<file path="src/rtl/conunit_pkg.sv">
// Shared encodings for the multi-cycle control unit: opcodes, function codes,
// FSM states, ALU-control and PC-source encodings, and the decoded-instruction record.
package conunit_pkg;

  localparam logic [5:0] OP_RTYPE = 6'b000000;
  localparam logic [5:0] OP_J     = 6'b000010;
  localparam logic [5:0] OP_BEQ   = 6'b000100;
  localparam logic [5:0] OP_BNE   = 6'b000101;
  localparam logic [5:0] OP_ADDI  = 6'b001000;
  localparam logic [5:0] OP_ANDI  = 6'b001100;
  localparam logic [5:0] OP_ORI   = 6'b001101;
  localparam logic [5:0] OP_LW    = 6'b100011;
  localparam logic [5:0] OP_SW    = 6'b101011;

  localparam logic [5:0] FN_ADD = 6'b100000;
  localparam logic [5:0] FN_SUB = 6'b100010;
  localparam logic [5:0] FN_AND = 6'b100100;
  localparam logic [5:0] FN_OR  = 6'b100101;
  localparam logic [5:0] FN_SLT = 6'b101010;

  typedef enum logic [2:0] {
    S_IF,
    S_ID,
    S_EXE,
    S_MEM,
    S_WB,
    S_TRAP
  } state_t;

  localparam logic [2:0] ALU_ADD = 3'b000;
  localparam logic [2:0] ALU_SUB = 3'b001;
  localparam logic [2:0] ALU_AND = 3'b010;
  localparam logic [2:0] ALU_OR  = 3'b011;
  localparam logic [2:0] ALU_SLT = 3'b100;

  localparam logic [1:0] PC_NEXT   = 2'b00;
  localparam logic [1:0] PC_BRANCH = 2'b01;
  localparam logic [1:0] PC_JUMP   = 2'b10;

  typedef struct packed {
    logic r_add;
    logic r_sub;
    logic r_and;
    logic r_or;
    logic r_slt;
    logic addi;
    logic andi;
    logic ori;
    logic lw;
    logic sw;
    logic beq;
    logic bne;
    logic j;
    logic illegal;
  } instr_t;

endpackage

</file>
<file path="src/rtl/conunit_decode.sv">
// Combinational instruction decoder: Op/Func to one-hot instruction flags,
// with an illegal flag for any encoding outside the supported subset.
module conunit_decode
  import conunit_pkg::*;
(
  input  logic [5:0] Op,
  input  logic [5:0] Func,
  output instr_t     instr
);

  always_comb begin
    instr = '0;
    unique case (Op)
      OP_RTYPE: begin
        unique case (Func)
          FN_ADD:  instr.r_add   = 1'b1;
          FN_SUB:  instr.r_sub   = 1'b1;
          FN_AND:  instr.r_and   = 1'b1;
          FN_OR:   instr.r_or    = 1'b1;
          FN_SLT:  instr.r_slt   = 1'b1;
          default: instr.illegal = 1'b1;
        endcase
      end
      OP_ADDI: instr.addi    = 1'b1;
      OP_ANDI: instr.andi    = 1'b1;
      OP_ORI:  instr.ori     = 1'b1;
      OP_LW:   instr.lw      = 1'b1;
      OP_SW:   instr.sw      = 1'b1;
      OP_BEQ:  instr.beq     = 1'b1;
      OP_BNE:  instr.bne     = 1'b1;
      OP_J:    instr.j       = 1'b1;
      default: instr.illegal = 1'b1;
    endcase
  end

endmodule

</file>
<file path="src/rtl/multicycle_conunit.sv">
// Multi-cycle control FSM: sequences IF/ID/EXE/MEM/WB over a shared memory port,
// traps illegal instructions and counts retired instructions.
module multicycle_conunit
  import conunit_pkg::*;
#(
  parameter int unsigned ALUC_W = 3,
  parameter int unsigned CNT_W  = 32
) (
  input  logic              Clk,
  input  logic              Rst,
  input  logic [5:0]        Op,
  input  logic [5:0]        Func,
  input  logic              Z,
  input  logic              Mrdy,
  output logic              Mreq,
  output logic              Msel,
  output logic              Wmem,
  output logic              Irwr,
  output logic              Pcwr,
  output logic [1:0]        Pcsrc,
  output logic              Regrt,
  output logic              Se,
  output logic              Aluqb,
  output logic [ALUC_W-1:0] Aluc,
  output logic              Wreg,
  output logic              Reg2reg,
  output logic              Retire,
  output logic [CNT_W-1:0]  Icnt,
  output logic              Exc
);

  state_t           state, next;
  instr_t           instr;
  logic             rtype;
  logic             branch;
  logic             taken;
  logic [2:0]       alu_code;
  logic [CNT_W-1:0] icnt_q;

  conunit_decode u_decode (
    .Op    (Op),
    .Func  (Func),
    .instr (instr)
  );

  assign rtype  = instr.r_add | instr.r_sub | instr.r_and | instr.r_or | instr.r_slt;
  assign branch = instr.beq | instr.bne;
  assign taken  = (instr.beq & Z) | (instr.bne & ~Z);

  assign alu_code = (instr.r_sub | branch)     ? ALU_SUB :
                    (instr.r_and | instr.andi) ? ALU_AND :
                    (instr.r_or  | instr.ori)  ? ALU_OR  :
                    instr.r_slt                ? ALU_SLT : ALU_ADD;

  always_ff @(posedge Clk) begin
    if (Rst) begin
      state  <= S_IF;
      icnt_q <= '0;
    end else begin
      state <= next;
      if (Retire) icnt_q <= icnt_q + CNT_W'(1);
    end
  end

  assign Icnt = Rst ? '0 : icnt_q;

  always_comb begin
    next    = state;
    Mreq    = 1'b0;
    Msel    = 1'b0;
    Wmem    = 1'b0;
    Irwr    = 1'b0;
    Pcwr    = 1'b0;
    Pcsrc   = PC_NEXT;
    Regrt   = 1'b0;
    Se      = 1'b0;
    Aluqb   = 1'b0;
    Aluc    = '0;
    Wreg    = 1'b0;
    Reg2reg = 1'b0;
    Retire  = 1'b0;
    Exc     = 1'b0;
    unique case (state)
      S_IF: begin
        Mreq = 1'b1;
        if (Mrdy) begin
          Irwr = 1'b1;
          Pcwr = 1'b1;
          next = S_ID;
        end
      end
      S_ID: begin
        if (instr.j) begin
          Pcwr   = 1'b1;
          Pcsrc  = PC_JUMP;
          Retire = 1'b1;
          next   = S_IF;
        end else if (instr.illegal) begin
          next = S_TRAP;
        end else begin
          next = S_EXE;
        end
      end
      S_EXE: begin
        Aluc[2:0] = alu_code;
        Aluqb     = rtype | branch;
        Se        = ~(instr.andi | instr.ori);
        if (branch) begin
          Pcwr   = taken;
          Pcsrc  = taken ? PC_BRANCH : PC_NEXT;
          Retire = 1'b1;
          next   = S_IF;
        end else if (instr.lw | instr.sw) begin
          next = S_MEM;
        end else begin
          next = S_WB;
        end
      end
      S_MEM: begin
        Mreq = 1'b1;
        Msel = 1'b1;
        Wmem = instr.sw;
        if (Mrdy) begin
          Retire = instr.sw;
          next   = instr.sw ? S_IF : S_WB;
        end
      end
      S_WB: begin
        Wreg    = 1'b1;
        Regrt   = ~rtype;
        Reg2reg = instr.lw;
        Retire  = 1'b1;
        next    = S_IF;
      end
      S_TRAP: Exc = 1'b1;
      default: next = S_IF;
    endcase
    // Reset overrides everything so a pending fetch or store is dropped in the reset cycle.
    if (Rst) begin
      next    = S_IF;
      Mreq    = 1'b0;
      Msel    = 1'b0;
      Wmem    = 1'b0;
      Irwr    = 1'b0;
      Pcwr    = 1'b0;
      Pcsrc   = PC_NEXT;
      Regrt   = 1'b0;
      Se      = 1'b0;
      Aluqb   = 1'b0;
      Aluc    = '0;
      Wreg    = 1'b0;
      Reg2reg = 1'b0;
      Retire  = 1'b0;
      Exc     = 1'b0;
    end
  end

endmodule

</file>
<file path="config.mk">
export PLATFORM = sky130hd
export DESIGN_NAME = multicycle_conunit
export DESIGN_NICKNAME = d
export VERILOG_FILES = /design/src/rtl/conunit_pkg.sv /design/src/rtl/conunit_decode.sv /design/src/rtl/multicycle_conunit.sv
export SDC_FILE = /design/constraint.sdc
export NUM_CORES = 1
export LEC_CHECK = 0
export CORE_UTILIZATION = 35
export CTS_CLUSTER_SIZE = 30
export DETAILED_ROUTE_END_ITERATION = 7
export SYNTH_ARGS = -nofsm -noshare
export SYNTH_HDL_FRONTEND = slang
export SYNTH_SLANG_ARGS = --single-unit
</file>
<file path="constraint.sdc">
create_clock -name Clk -period 3.9 [get_ports Clk]
set_input_delay 0.39 -clock Clk [delete_from_list [all_inputs] [get_ports Clk]]
set_output_delay 0.39 -clock Clk [all_outputs]
set_load 0.1 [all_outputs]
</file>
==> flow_metrics.py, run 1 <==
metrics = {
    "placement": {
        "placed_area_um2": 2984,
        "hpwl_mm": 4.254,
        "routabilityCongestion": 0.8078,
        "post-place-cells": 427,
        "placement.io_buffers": 64,
    },
    "clocking": {
        "cts-hold-fix-buffers": 0,
        "h-tree-depth": 2,
        "clockBufferDepth": 2,
        "cts_buffers": 5,
        "cts_resized": 0,
        "post_cts_buffers": 0,
        "path_clk_slew_ns": 0.07,
        "cts_root_buf": "clkbuf_8",
        "cts.sinks": 35,
        "cts_tree": "yes",
        "clk_latency_ns": 0.29,
    },
    "cells_and_area": {
        "final_area_um2": 3084,
        "final_layout_size_suffix_gt1_share_pct": 12.57,
        "area.growth.synth_to_final_pct": 33.97,
        "layout.cells.non_filler": 435,
        "final_util_pct": 48.57,
        "final_nets": 374,
        "diodes": 0,
    },
    "routing": {
        "vias": 2277,
        "drcViolationCount": 0,
        "drt_iter0_drc": 82,
        "wl_per_cell_um": 13.50,
        "finalWirelength_mm": 5.873,
        "drtPass1Iterations": 4,
        "avgViaCountPerCell": 5.234,
        "ant_nets": 0,
    },
    "power_and_ir_drop": {
        "p_sw_uw": 264.2,
        "pwr-share-seq_pct": 45.3,
        "ir_drop_mv": 0.1507,
        "power.total_uw": 841.5,
        "swShare_pct": 31.39,
        "clockPowerShare_pct": 34.5,
        "pwr-share-comb_pct": 20.2,
        "internal_power_uw": 577.4,
        "power.density_nw_per_um2": 272.9,
        "power.leakage_uw": 0.001095,
    },
    "critical_path": {
        "cpPeakStageDelay_ns": 1.14,
        "reg2reg_slack_ns": 1.52,
        "crit_chain": "nor2b_1, nand2_1, a21oi_1, clkdlybuf4s50_1",
        "slowest_stage": "clkdlybuf4s50_1",
        "r2r-start": "state[0]",
        "r2r-end": "icnt_q[14]",
        "worst-setup-path-type": "register to output port",
        "cp-start-kind": "register",
        "path_max_fanout": 10,
        "cp_top_family": "buffers and inverters",
        "r2r_cells": 6,
        "end_kind": "output port",
        "required_ns": 3.51,
        "cp.arrival_ns": 2.62,
        "cp.buffers_inverters": 1,
    },
    "synth": {
        "syn_area_um2": 2302,
        "syn_inst": 297,
        "syn_area_per_cell_um2": 7.752,
        "synth.net_count": 314,
        "ys_seq_elements": 35,
        "synth.distinct_cells": 47,
        "async_flop_share_pct": 0,
        "synth_flop_cell": "dfxtp_1",
        "synth_area_leaders": "dfxtp_1, nor2b_1, xor2_1",
        "yosys_warnings": 0,
        "synth_edf_count": 0,
        "synth_top_cell_area_share_pct": 30.43,
        "synth_most_common_cell": "nor2_1",
        "yosys.area.top_type": "dfxtp_1",
        "seq_area_frac_synth_pct": 30.43,
        "ys_top_cells_by_count": "nor2_1, dfxtp_1, nor2b_1",
    },
    "global_route": {
        "grt_start_max_net_pins": 39,
        "grtUsageTotal_pct": 17.51,
        "grt_pass1_wl_mm": 9.929,
        "grt_pass1_vias": 2136,
        "antenna_found_initial": 0,
        "grt_overflow": 0,
    },
    "sta": {
        "tightest_slew_ns": 0.9883,
        "drv_slew": 0,
        "fmaxAchievable_ghz": 0.3318,
        "setup_viol": 0,
        "period_minus_slack_ns": 3.014,
        "max_slew_margin_pct": 33.91,
        "hold_viol": 0,
        "hold_ws_ns": 0.4406,
        "skew_ns": 0.005280,
        "rsz0062_at_grt": "false",
        "fin_crit_sh_pct": 77.27,
    },
    "floorplan": {
        "num_rows": 29,
        "fp.dieH_um": 83.11,
        "num_io_pins": 65,
        "die_x_um": 83.11,
        "core_region_area_um2": 6350,
        "start_util_pct": 36.26,
        "die_area_um2": 6906,
    },
    "min_path": {
        "hold_path.class": "primary input to register",
        "min_from": "Rst",
        "min_delay_path_depth": 2,
        "hold-path-endpoint": "icnt_q[27]",
    },
    "job": {
        "maxCapViolCount": 0,
    },
    "outcome": {
        "outcome": "complete, no violations",
    },
}
-- cells by family (layout without fill, tap and decap cells) --
logic type | Yosys count | after routing | share of synthesized area (%)
mux | 2 | 2 | 0.9782
xor+xnor | 22 | 22 | 8.370
buf+inv | 27 | 88 | 4.511
fa+ha+maj | 1 | 1 | 0.5434
flops | 35 | 35 | 30.43
compound gates | 62 | 62 | 19.57
simple gates | 148 | 148 | 35.60
-- final cells by class --
type / instances / area [um^2]
Multi-Input combinational cell: 235 / 1516
Clock buffer: 8 / 100.1
Tap cell: 77 / 96.34
Sequential cell: 35 / 700.7
Timing Repair Buffer: 68 / 625.6
Fill cell: 633 / 3266
Inverter: 12 / 45.04
-- worst max path at each step --
stage / start / to / slack [ns] / cells past startpoint
final: state[1] / Se / 0.89 / 4
after global routing: Op[3] / Aluqb / 0.68 / 7
after CTS: state[1] / Se / 0.89 / 4
after detailed placement: Op[0] / Aluqb / 0.96 / 7
after global placement: Op[1] / icnt_q[14] / 1.02 / 7
after floorplan: Rst / Mreq / -0.37 / 4
-- metal layers --
layer,routed length (um),GRT usage [%],vias up
li1,-,-,1166
met1,2816,23.70,1029
met2,2594,27.57,77
met3,402,3.976,5
met4,59,5.643,0
met5,0,0,-
-- stage by stage --
stage	TNS, ns	setup slack [ns]
after floorplan	-0.7466	-0.3733
after global placement	0	1.017
after detailed placement	0	0.9598
after CTS	0	0.8883
after global routing	0	0.6843
final	0	0.8864
-- sequential cells by signal, summed over array words and instances (netlist names) --
name / count
icnt_q: 32
state: 3
-- power by group through the flow --
stage / combinational [uW] / clock (uW) / sequential (uW)
after global routing: 181 / 319 / 383
after CTS: 171 / 304 / 381
after global placement: 171 / 0 / 389
after floorplan: 133 / 0 / 376
final: 170 / 291 / 381
after detailed placement: 171 / 0 / 389
-- placed cells by master, fill, tap and decap left out, types with 8 or more instances in the layout --
| cell type | synthesis | final |
|---|---|---|
| inv_1 | 12 | 12 |
| nand2_1 | 14 | 14 |
| buf_4 | 0 | 20 |
| o21ai_0 | 18 | 18 |
| and3_1 | 8 | 8 |
| nor2b_1 | 34 | 34 |
| nor2_1 | 45 | 45 |
| clkdlybuf4s50_1 | 0 | 47 |
| xor2_1 | 21 | 21 |
| a21oi_1 | 14 | 14 |
| dfxtp_1 | 35 | 35 |
Power figures use the tool's default switching activity.
==> run 2, diff against run 1 <==
clock period = 2.7 ns   (was 3.9 ns; I/O delays follow)
==> run 2 against run 1 <==
Effect of this change:
- global-route usage is 1.2 points higher
- clock power is 34% higher
- power is 46% higher
- critical endpoint is now Pcwr
- clock-buffer cell count is 2 lower
- die area stayed put
- combinational power is 74% higher
- design area is 5.9% higher
- setup slack worse by 0.62 ns
- sequential share of layout area is 1.3 points lower
- via count is 4.2% higher
- utilization is 2.9 points higher
- cell count is 2.8% higher
==> flow_metrics.py, run 2 (same netlist as run 1, synthesis figures left out) <==
metrics = {
    "outcome": {
        "outcome": "complete, no violations",
    },
    "critical_path": {
        "cpPeakStageDelay_ns": 0.56,
        "cp.buffers_inverters": 3,
        "crit_chain": "clkdlybuf4s50_1, nor4b_4, buf_4, nand2_1, o32a_1, nor3_2, buf_12",
        "r2r_cells": 6,
        "cp-start-kind": "primary input",
        "path_max_fanout": 6,
        "r2r-start": "icnt_q[3]",
        "end_kind": "output port",
        "worst-setup-path-type": "primary input to output port",
        "cp_top_family": "buffers and inverters",
        "slowest_stage": "clkdlybuf4s50_1",
        "cp.arrival_ns": 2.16,
        "setup.worst_path.start": "Op[5]",
        "worstSetupPathDepth": 7,
        "required_ns": 2.43,
    },
    "sta": {
        "rsz0062_at_grt": "false",
        "drv_slew": 0,
        "fin_crit_sh_pct": 89.98,
        "skew_ns": 0.005636,
        "period_minus_slack_ns": 2.429,
        "fmaxAchievable_ghz": 0.4116,
        "max_slew_margin_pct": 52.95,
        "tightest_slew_ns": 0.6879,
        "setup_viol": 0,
        "hold_viol": 0,
    },
    "clocking": {
        "cts_resized": 0,
        "clockBufferDepth": 2,
        "post_cts_buffers": 0,
        "clk_latency_ns": 0.29,
        "cts_root_buf": "clkbuf_8",
        "cts.sinks": 35,
        "h-tree-depth": 2,
        "path_clk_slew_ns": 0.07,
        "cts_buffers": 5,
        "cts_tree": "yes",
        "cts-hold-fix-buffers": 0,
    },
    "power_and_ir_drop": {
        "clockPowerShare_pct": 31.9,
        "pwr-share-comb_pct": 24.1,
        "p_sw_uw": 399.8,
        "swShare_pct": 32.59,
        "ir_drop_mv": 0.1831,
        "pwr-share-seq_pct": 44.0,
        "power.density_nw_per_um2": 375.5,
        "power.leakage_uw": 0.001263,
        "internal_power_uw": 826.9,
    },
    "cells_and_area": {
        "final_common_cell": "buf_4",
        "area.growth.synth_to_final_pct": 41.90,
        "regMostFlops": "icnt_q",
        "layout_common_cells": "buf_4, nor2_1, dfxtp_1, nor2b_1, xor2_1",
        "reg_top3": "icnt_q x32, state x3",
        "largest_reg_flops": 32,
        "diodes": 0,
        "final_nets": 387,
        "final_layout_size_suffix_gt1_share_pct": 25.95,
        "final_util_pct": 51.45,
        "final_area_um2": 3267,
    },
    "routing": {
        "drcViolationCount": 0,
        "ant_nets": 0,
        "drtPass1Iterations": 4,
        "vias": 2372,
        "finalWirelength_mm": 6.304,
        "avgViaCountPerCell": 5.306,
        "drt_iter0_drc": 116,
        "wl_per_cell_um": 14.10,
    },
    "global_route": {
        "antenna_found_initial": 0,
        "grt_pass1_vias": 2263,
        "grt_start_max_net_pins": 50,
        "grt_pass1_wl_mm": 10.64,
        "grt_overflow": 0,
        "grtUsageTotal_pct": 18.67,
    },
    "job": {
        "maxCapViolCount": 0,
    },
    "floorplan": {
        "fp.dieH_um": 83.11,
        "num_rows": 29,
        "core_region_area_um2": 6350,
        "die_x_um": 83.11,
        "start_util_pct": 36.26,
        "die_area_um2": 6906,
        "num_io_pins": 65,
    },
    "placement": {
        "routabilityCongestion": 0.8800,
        "hpwl_mm": 4.637,
        "placed_area_um2": 3179,
        "placement.io_buffers": 64,
    },
    "min_path": {
        "hold_path.class": "primary input to register",
        "min_delay_path_depth": 3,
        "min_from": "Rst",
    },
}
## run 2: cell count changes in the layout (fill, tap and decap cells not counted), moves of 2 or more
cell	previous run	this run
clkdlybuf4s50_1	47	14
nor4_1	3	1
buf_4	20	55
nor4_4	0	2
nor3_1	5	3
buf_12	0	11
nor3_2	1	3
## run 2: path summary, 6_finish.rpt
kind / to / slack (ns)
max: Pcwr / 0.27
min: icnt_q[27] / 0.46
max reg2reg: icnt_q[31] / 0.39
min reg2reg: icnt_q[22] / 0.48
## run 2: final cells by class
cell class,count,area (um^2)
Tap cell,77,96.34
Sequential cell,35,700.7
Multi-Input combinational cell,235,1559
Clock buffer,6,82.58
Fill cell,627,3083
Timing Repair Buffer,81,778.2
Clock inverter,1,5.005
Inverter,12,45.04
## run 2: routing by layer
| layer | share of wire, % | track usage, % |
|---|---|---|
| met5 | 0 | 0 |
| met4 | 1.2 | 5.643 |
| met3 | 5.9 | 3.678 |
| met2 | 44 | 29.43 |
| met1 | 49 | 25.72 |
## run 2: power groups by stage
stage               clock, uW  combinational [uW]  sequential, uW
finish                    391                 296             540
global route              427                 313             542
CTS                       402                 296             540
detailed placement          0                 295             552
global placement            0                 295             552
floorplan                   0                 204             543
## run 2: worst register-to-register path: cells and delay by family, from the launching register on
kind,cells,cell delay [ns]
flops,1,0.41
simple gates,5,1.70
compound gates,1,0.13
## run 2: metrics by stage
stage          std cells  power, uW  TNS (ns)  hold slack (ns)  setup WS [ns]
3_5_place_dp         440      847.6         0           0.4787        0.08932
4_1_cts              447       1239         0           0.4530         0.2649
6_report             447       1227         0           0.4577         0.2706
5_1_grt              447       1282         0           0.4653         0.1377
2_1_floorplan        297      746.8    -1.006           0.4536        -0.2896
3_3_place_gp         440      846.8         0           0.4669         0.1667
==> run 3, diff against run 2 <==
CORE_MARGIN = 1   (was not set)
CTS_CLUSTER_DIAMETER = 80   (was not set)
PLACE_DENSITY = 0.69   (was not set)
==> run 3 against run 2 <==
Effect of this change:
- setup slack got worse by 0.045 ns
- wire length decreased by 4.0%
- first-iteration DRC count decreased by 23%
- largest power group unchanged
==> flow_metrics.py, run 3 (same netlist as run 1, synthesis figures left out) <==
metrics = {
    "global_route": {
        "grtUsageTotal_pct": 18.04,
        "grt_start_max_net_pins": 65,
        "grt_pass1_wl_mm": 10.37,
        "antenna_found_initial": 0,
        "grt_pass1_vias": 2217,
        "grt_overflow": 0,
    },
    "floorplan": {
        "num_rows": 29,
        "core_region_area_um2": 6350,
        "num_io_pins": 65,
        "start_util_pct": 36.26,
        "die_area_um2": 6906,
        "fp.dieH_um": 83.11,
        "die_x_um": 83.11,
    },
    "power_and_ir_drop": {
        "power.leakage_uw": 0.001256,
        "pwr-share-comb_pct": 24.7,
        "power.density_nw_per_um2": 369.7,
        "p_sw_uw": 401.0,
        "internal_power_uw": 802.2,
        "clockPowerShare_pct": 30.7,
        "pwr-share-seq_pct": 44.6,
        "ir_drop_mv": 0.2616,
        "swShare_pct": 33.33,
    },
    "placement": {
        "hpwl_mm": 4.438,
        "dpl_worst_slack_ns": 0.08715,
        "placement.io_buffers": 64,
        "routabilityCongestion": 0.8360,
        "placed_area_um2": 3164,
    },
    "min_path": {
        "hold-path-endpoint": "state[2]",
        "hold_path.class": "primary input to register",
        "min_from": "Rst",
        "min_delay_path_depth": 2,
    },
    "cells_and_area": {
        "final_layout_size_suffix_gt1_share_pct": 25.75,
        "final_util_pct": 51.25,
        "final_nets": 385,
        "final_common_cell": "buf_4",
        "regMostFlops": "icnt_q",
        "final_area_um2": 3254,
        "reg_top3": "icnt_q x32, state x3",
        "largest_reg_flops": 32,
        "layout_common_cells": "buf_4, nor2_1, dfxtp_1, nor2b_1, xor2_1",
        "area.growth.synth_to_final_pct": 41.36,
        "diodes": 0,
    },
    "sta": {
        "period_minus_slack_ns": 2.475,
        "tightest_slew_ns": 0.5539,
        "fmaxAchievable_ghz": 0.4041,
        "drv_slew": 0,
        "skew_ns": 0.008953,
        "layout_setup_ws_ns": 0.2252,
        "hold_viol": 0,
        "rsz0062_at_grt": "false",
        "hold_ws_ns": 0.3521,
        "fin_crit_sh_pct": 91.66,
        "max_slew_margin_pct": 62.12,
        "setup_viol": 0,
    },
    "clocking": {
        "cts_buffers": 5,
        "clockBufferDepth": 2,
        "h-tree-depth": 2,
        "post_cts_buffers": 0,
        "path_clk_slew_ns": 0.08,
        "cts.sinks": 35,
        "cts_tree": "yes",
        "cts_root_buf": "clkbuf_8",
        "clk_latency_ns": 0.29,
    },
    "routing": {
        "drt_iter0_drc": 89,
        "finalWirelength_mm": 6.050,
        "avgViaCountPerCell": 5.235,
        "ant_nets": 0,
        "drtPass1Iterations": 4,
        "vias": 2335,
        "drcViolationCount": 0,
        "wl_per_cell_um": 13.57,
    },
    "critical_path": {
        "reg2reg_slack_ns": 0.44,
        "worst-setup-path-type": "primary input to output port",
        "r2r_cells": 6,
        "r2r-end": "icnt_q[31]",
        "end_kind": "output port",
        "crit_chain": "clkdlybuf4s50_1, nor3_4, nand3_1, a211oi_1, a21oi_1, nor2_1, buf_12",
        "r2r-start": "icnt_q[3]",
        "slowest_stage": "clkdlybuf4s50_1",
        "path_max_fanout": 6,
        "cp-start-kind": "primary input",
        "required_ns": 2.43,
        "cpPeakStageDelay_ns": 0.57,
        "cp.arrival_ns": 2.20,
    },
    "job": {
        "maxCapViolCount": 0,
    },
    "outcome": {
        "outcome": "complete, no violations",
    },
}
run 3: changes by cell type in the layout (fill, tap and decap cells not counted), sizes merged:
cell,change
buf,-2
clkinv,+2
clkbuf,-1
run 3: metal layers:
| layer | global-route usage [%] | part of all wire [%] | vias up | routed length [um] |
|---|---|---|---|---|
| met5 | 0 | 0 | - | 0 |
| met4 | 5.016 | 1.0 | 0 | 61 |
| met3 | 3.579 | 5.3 | 7 | 321 |
| met2 | 31.00 | 48 | 74 | 2894 |
| met1 | 22.89 | 46 | 1068 | 2772 |
| li1 | - | - | 1186 | - |
run 3: repair_timing:
item | CTS | global route
gates resized for setup | 0 | 1
hold buffers | 0 | 0
setup endpoints to repair | 0 | 1
run 3: worst max-delay path by stage:
stage	slack, ns	cells past startpoint	end	startpoint
4_1_cts	0.15	7	Aluqb	Op[5]
3_3_place_gp	0.18	7	icnt_q[14]	Op[1]
6_report	0.23	7	Aluqb	Op[5]
5_1_grt	0.08	7	Aluqb	Op[5]
2_1_floorplan	-0.29	4	Aluc[2]	state[1]
3_5_place_dp	0.09	8	icnt_q[10]	Op[1]
run 3: cell type report:
type	instances	area, um^2
sequential	35	700.7
clock buffer	5	68.82
timing repair buffer	79	763.2
tap	77	96.34
inverter	12	45.04
clock inverter	3	15.01
multi-input combinational	235	1565
fill	606	3095
run 3: worst max-delay path: cells and delay by family:
kind	cells	cell delay, ns
compound gates	2	0.44
buf+inv	2	0.77
simple gates	3	0.73
run 3: stage by stage:
stage               setup TNS [ns]  total power (uW)  cells
finish                           0              1203    446
global route                     0              1259    446
CTS                              0              1216    446
floorplan                   -1.006             746.8    297
detailed placement               0             844.8    438
global placement                 0             841.9    438
run 3: power groups by stage:
stage                     registers (uW)  clock network [uW]  logic [uW]
after floorplan                      543                   0         204
after global placement               549                   0         293
after detailed placement             549                   0         295
after CTS                            537                 382         297
after global routing                 540                 404         315
final                                537                 370         297
